<file path="config.mk">
export PLATFORM = sky130hd
export DESIGN_NAME = score_display_module
export DESIGN_NICKNAME = d
export VERILOG_FILES = /design/src/rtl/score_display_module_pkg.sv /design/src/rtl/score_display_module_bin2bcd_seq.sv /design/src/rtl/score_display_module.sv
export SDC_FILE = /design/constraint.sdc
export NUM_CORES = 1
export LEC_CHECK = 0
export ABC_CLOCK_PERIOD_IN_PS = 5020
export CAP_MARGIN = 20
export CORE_UTILIZATION = 64
export CTS_CLUSTER_SIZE = 28
export DETAILED_ROUTE_END_ITERATION = 10
export GPL_ROUTABILITY_DRIVEN = 0
export PLACE_DENSITY = 0.82
export SYNTH_ARGS = -nofsm -noshare
export SYNTH_HDL_FRONTEND = slang
export SYNTH_SLANG_ARGS = --single-unit
</file>
<file path="constraint.sdc">
create_clock -name i_clk -period 5.02 [get_ports i_clk]
set_input_delay 1.004 -clock i_clk [delete_from_list [all_inputs] [get_ports i_clk]]
set_output_delay 1.004 -clock i_clk [all_outputs]
set_load 0.02 [all_outputs]
</file>
<file path="src/rtl/score_display_module_pkg.sv">
// score_display_module_pkg: shared segment codes, display constants and BCD types for the score display.
package score_display_module_pkg;
  localparam logic [6:0] SEG_0     = 7'h40;
  localparam logic [6:0] SEG_1     = 7'h79;
  localparam logic [6:0] SEG_2     = 7'h24;
  localparam logic [6:0] SEG_3     = 7'h30;
  localparam logic [6:0] SEG_4     = 7'h19;
  localparam logic [6:0] SEG_5     = 7'h12;
  localparam logic [6:0] SEG_6     = 7'h02;
  localparam logic [6:0] SEG_7     = 7'h78;
  localparam logic [6:0] SEG_8     = 7'h00;
  localparam logic [6:0] SEG_9     = 7'h10;
  localparam logic [6:0] SEG_BLANK = 7'h7F;
  localparam logic [10:0] DISP_OFF = 11'h7FF;

  typedef enum logic [1:0] {IDLE, SHIFT, COMMIT} disp_state_t;
  typedef logic [3:0][3:0] bcd4_t;

  function automatic logic [6:0] seg_decode(input logic [3:0] d);
    case (d)
      4'd0:    return SEG_0;
      4'd1:    return SEG_1;
      4'd2:    return SEG_2;
      4'd3:    return SEG_3;
      4'd4:    return SEG_4;
      4'd5:    return SEG_5;
      4'd6:    return SEG_6;
      4'd7:    return SEG_7;
      4'd8:    return SEG_8;
      4'd9:    return SEG_9;
      default: return SEG_BLANK;
    endcase
  endfunction

  function automatic bcd4_t dabble_add3(input bcd4_t b);
    bcd4_t r;
    for (int i = 0; i < 4; i++) r[i] = (b[i] >= 4'd5) ? b[i] + 4'd3 : b[i];
    return r;
  endfunction
endpackage

</file>
<file path="src/rtl/score_display_module_bin2bcd_seq.sv">
// bin2bcd_seq: sequential double-dabble converter with a saturating input and a one-deep last-wins pending slot.
module bin2bcd_seq
  import score_display_module_pkg::*;
#(
  parameter int SCORE_W = 14
) (
  input  logic               i_clk,
  input  logic               i_rst_n,
  input  logic               i_valid,
  input  logic [SCORE_W-1:0] i_bin,
  output logic               o_busy,
  output logic               o_done,
  output bcd4_t              o_bcd
);
  localparam int CNT_W = $clog2(SCORE_W + 1);

  disp_state_t        state_q;
  logic [SCORE_W-1:0] sh_q, pend_q, sat;
  logic               pend_v_q;
  logic [CNT_W-1:0]   cnt_q;
  bcd4_t              acc_q, acc_add;
  logic [16:0]        acc_sh;

  assign sat     = (32'(i_bin) > 32'd9999) ? SCORE_W'(9999) : i_bin;
  assign acc_add = dabble_add3(acc_q);
  assign acc_sh  = {acc_add, sh_q[SCORE_W-1]};

  always_ff @(posedge i_clk or negedge i_rst_n) begin
    if (!i_rst_n) begin
      state_q  <= IDLE;
      sh_q     <= '0;
      pend_q   <= '0;
      pend_v_q <= 1'b0;
      cnt_q    <= '0;
      acc_q    <= '0;
    end else begin
      case (state_q)
        IDLE: if (i_valid) begin
          sh_q    <= sat;
          acc_q   <= '0;
          cnt_q   <= '0;
          state_q <= SHIFT;
        end
        SHIFT: begin
          acc_q   <= acc_sh[15:0];
          sh_q    <= sh_q << 1;
          cnt_q   <= cnt_q + 1'b1;
          state_q <= (cnt_q == CNT_W'(SCORE_W - 1)) ? COMMIT : SHIFT;
          if (i_valid) begin
            pend_q   <= sat;
            pend_v_q <= 1'b1;
          end
        end
        COMMIT: begin
          // A strobe landing in COMMIT queues behind an existing pending value, else starts straight away.
          acc_q    <= '0;
          cnt_q    <= '0;
          sh_q     <= pend_v_q ? pend_q : sat;
          state_q  <= (pend_v_q || i_valid) ? SHIFT : IDLE;
          pend_v_q <= pend_v_q && i_valid;
          if (pend_v_q && i_valid) pend_q <= sat;
        end
        default: state_q <= IDLE;
      endcase
    end
  end

  assign o_busy = (state_q != IDLE);
  assign o_done = (state_q == COMMIT);
  assign o_bcd  = acc_q;
endmodule

</file>
<file path="src/rtl/score_display_module.sv">
// score_display_module: converts the game score to BCD and scans it onto a 4-digit multiplexed 7-segment bus.
module score_display_module
  import score_display_module_pkg::*;
#(
  parameter int CLK_FREQ_HZ = 200_000_000,
  parameter int REFRESH_HZ  = 1000,
  parameter int SCORE_W     = 14
) (
  input  logic               i_clk,
  input  logic               i_rst_n,
  input  logic [SCORE_W-1:0] i_score,
  input  logic               i_score_valid,
  input  logic               i_blank,
  output logic [10:0]        o_display_score,
  output logic               o_busy
);
  localparam int DIGIT_TICKS = CLK_FREQ_HZ / (4 * REFRESH_HZ);
  localparam int TW          = (DIGIT_TICKS > 1) ? $clog2(DIGIT_TICKS) : 1;

  logic          done;
  bcd4_t         acc, shown_q;
  logic [TW-1:0] tick_q;
  logic [1:0]    idx_q;
  logic [10:0]   disp_q, disp_d;
  logic [3:0]    lit;
  logic          wrap;

  bin2bcd_seq #(.SCORE_W(SCORE_W)) u_conv (
    .i_clk   (i_clk),
    .i_rst_n (i_rst_n),
    .i_valid (i_score_valid),
    .i_bin   (i_score),
    .o_busy  (o_busy),
    .o_done  (done),
    .o_bcd   (acc)
  );

  // A digit lights when it or any more significant digit is non-zero; units always light.
  assign lit[3] = |shown_q[3];
  assign lit[2] = lit[3] | (|shown_q[2]);
  assign lit[1] = lit[2] | (|shown_q[1]);
  assign lit[0] = 1'b1;

  assign wrap   = (tick_q == TW'(DIGIT_TICKS - 1));
  assign disp_d = (i_blank || !lit[idx_q]) ? DISP_OFF
                                           : {~(4'b0001 << idx_q), seg_decode(shown_q[idx_q])};

  always_ff @(posedge i_clk or negedge i_rst_n) begin
    if (!i_rst_n) begin
      shown_q <= '0;
      tick_q  <= '0;
      idx_q   <= '0;
      disp_q  <= DISP_OFF;
    end else begin
      if (done) shown_q <= acc;
      tick_q <= wrap ? '0 : tick_q + 1'b1;
      if (wrap) idx_q <= idx_q + 1'b1;
      disp_q <= disp_d;
    end
  end

  assign o_display_score = disp_q;
endmodule

</file>
==> reports/metrics.yaml <==
ys_seq_area_share_pct: 49.6
hold_viol_final: 0
finalWirelength_microns: 9820
timing.clock.skew_ps: 13.6
run_status: "complete, no violations"
max_freq_mhz: 345
cts_buffers: 9
die_h_microns: 89.3
hpwlAfterDp_microns: 6620
drive_gt1_share_pct: 11.5
ir_worst_vdd_mv: 0.214
die_w_microns: 89.3
timing.rr.start: "u_conv.state_q[0]"
worst_slew_pin_slew_ps: 1020
rr_endpoint: "u_conv.pend_q[6]"
slew_headroom_pct: 32.2
post_cts_buffers: 0
cts_tree: "built"
critPathMaxFanout: 28
via_per_inst: 5.97
cts_sinks: 96
postCtsHoldBufs: 0
htreeDepth: 3
drt_first_pass_iters: 5
cp.arrival_ps: 3170
drv_slew: 0
synth-seq-cells: 96
p_leak_uw: 0.00241
avgRoutedWirePerCell_microns: 16.5
yosys_warnings: 0
synthDistinctLibCells: 55
syn_nets: 514
rsz0062_at_grt: "false"
r2r_slack_ps: 2120
drc: 0
vias: 3552
drtAntennaViolNets: 0
grt_pass1_wl_microns: 16100
port-buffer-count: 29
fin_crit_sh_pct: 57.7
grt_pass1_vias: 3400
worstHoldPathType: "flip-flop to flip-flop"
async_flop_share_pct: 100
drv_cap: 0
clk_latency_ps: 370
drt_iter0_markers: 163
grt_max_degree: 58
cts_root_buf: "clkbuf_8"
overflow: 0
dieArea_sq_um: 7970
period_needed_ps: 2900
antenna_cells: 0
ys.flop_type: "dfrtp_1"
postSynthAreaPerCell_sq_um: 10.3
antenna_found_initial: 0
num_rows: 31
synthCells: 472
synth_edf_count: 0
track_usage_pct: 27.1
pin_count: 30
clock_path_buffers: 2
whs_ps: 489
num-nets-final: 533
fillCellCount: 505
syn_to_final_growth_pct: 11.3
core-area_sq_um: 7290
finalSetupViolCount: 0
cp-end-kind: "flip-flop"
cp-start-kind: "flip-flop"
setup_tns_ps: 0
reg2reg_depth: 5
path_class: "flip-flop to flip-flop"
cp.required_ps: 5290
critPathCapture: "u_conv.pend_q[6]"
netlist_area_sq_um: 4870
start_util_pct: 66.8
cts_resized: 0
path_clk_slew_ps: 100
setup.worst_path.start: "u_conv.state_q[0]"
pwr_density_cell_nw_per_um2: 352
[per-stage QoR]
step / util, % / worst slack [ps] / power [uW] / instance area [sq um] / std cells
floorplan: - / 2940 / 1200 / 4870 / 472
global placement: 71.2 / 2190 / 1300 / 5190 / 579
detailed placement: 71.2 / 2080 / 1330 / 5190 / 579
CTS: 74.4 / 2150 / 1910 / 5420 / 595
global route: 74.4 / 1890 / 2000 / 5420 / 595
finish: 74.4 / 2120 / 1910 / 5420 / 595
[worst min path at each step]
stage / from / to / slack [ps] / cells after the start
after floorplan: u_conv.pend_q[4] / u_conv.pend_q[4] / 450 / 2
after detailed placement: u_conv.pend_q[1] / u_conv.pend_q[1] / 470 / 2
after global placement: u_conv.pend_q[0] / u_conv.pend_q[0] / 460 / 2
after global routing: u_conv.sh_q[12] / u_conv.sh_q[12] / 520 / 2
after CTS: u_conv.pend_q[11] / u_conv.pend_q[11] / 490 / 2
final: u_conv.pend_q[11] / u_conv.pend_q[11] / 490 / 2
[cell usage after synthesis, types with 4 or more instances]
master | count | share of area, %
mux2_2 | 21 | 4.9
nand2b_1 | 7 | 0.90
a21oi_1 | 17 | 1.7
a22o_1 | 13 | 2.3
nor2_1 | 35 | 2.7
buf_2 | 8 | 0.82
a221o_1 | 4 | 0.82
o21ai_0 | 48 | 4.9
dfrtp_1 | 85 | 44
clkbuf_1 | 11 | 0.85
xor2_1 | 7 | 1.3
o22ai_1 | 6 | 0.77
nand3_1 | 10 | 1.0
nor3_1 | 4 | 0.41
inv_1 | 27 | 2.1
dfstp_2 | 11 | 5.9
nand2_1 | 50 | 3.9
o31ai_1 | 5 | 0.77
a22oi_1 | 7 | 1.1
nor2b_1 | 5 | 0.64
xnor2_1 | 11 | 2.0
ha_1 | 24 | 6.2
or4_1 | 4 | 0.62
[layout make-up]
| type | count | area (sq um) | area share (%) |
|---|---|---|---|
| well taps | 99 | 124 | 2.28 |
| multi-input cells | 326 | 2250 | 41.4 |
| inverters | 27 | 101 | 1.87 |
| clock buffers | 9 | 124 | 2.28 |
| repair buffers | 31 | 303 | 5.58 |
| flip-flops and latches | 96 | 2420 | 44.5 |
| clock inverters | 7 | 110 | 2.03 |
[power by group]
group | total (uW) | internal (uW) | switching, uW | leakage (uW)
registers | 942 | 882 | 60.4 | 0.00121
clock network | 591 | 327 | 263 | 0.000123
logic | 375 | 185 | 190 | 0.00108
total | 1910 | 1390 | 514 | 0.00241
[state kept, by name, indices dropped and copies added, names as in the netlist]
name	cells
u_conv.sh_q	14
u_conv.o_bcd	16
tick_q	16
u_conv.cnt_q	4
shown_q	16
u_conv.state_q	2
o_display_score	11
u_conv.pend_q	14
u_conv.pend_v_q	1
idx_q	2
[layer usage]
layer	part of all wire [%]	up-vias	GRT usage [%]
li1	-	1709	-
met1	46	1726	37.3
met2	48	100	43.3
met3	4.1	17	4.52
met4	1.8	0	10.8
met5	0	-	0
[kinds of logic after synthesis]
| kind of cell | share of synthesized area (%) |
|---|---|
| mux | 7.44 |
| compound gates | 15.7 |
| fa+ha+maj | 6.16 |
| xor+xnor | 3.23 |
| flops | 49.6 |
| simple gates | 13.6 |
| buf+inv | 4.36 |
[cell usage in the layout (no fill, tap or decap), drive strengths merged, types with 10 or more instances in the layout]
cell,n
o21ai,50
dfrtp,85
clkdlybuf4s50,28
mux2,22
a22o,13
a21oi,17
nand2,50
xnor2,11
nand3,10
ha,24
inv,27
nor2,35
dfstp,11
[worst max-delay path, cell delays in order (launching register included)]
cell and delay, ps:
dfrtp_1 420, inv_1 100, ha_1 830, and2_1 640, o21ai_2 430, o31ai_1 370
Power figures use the tool's default switching activity.
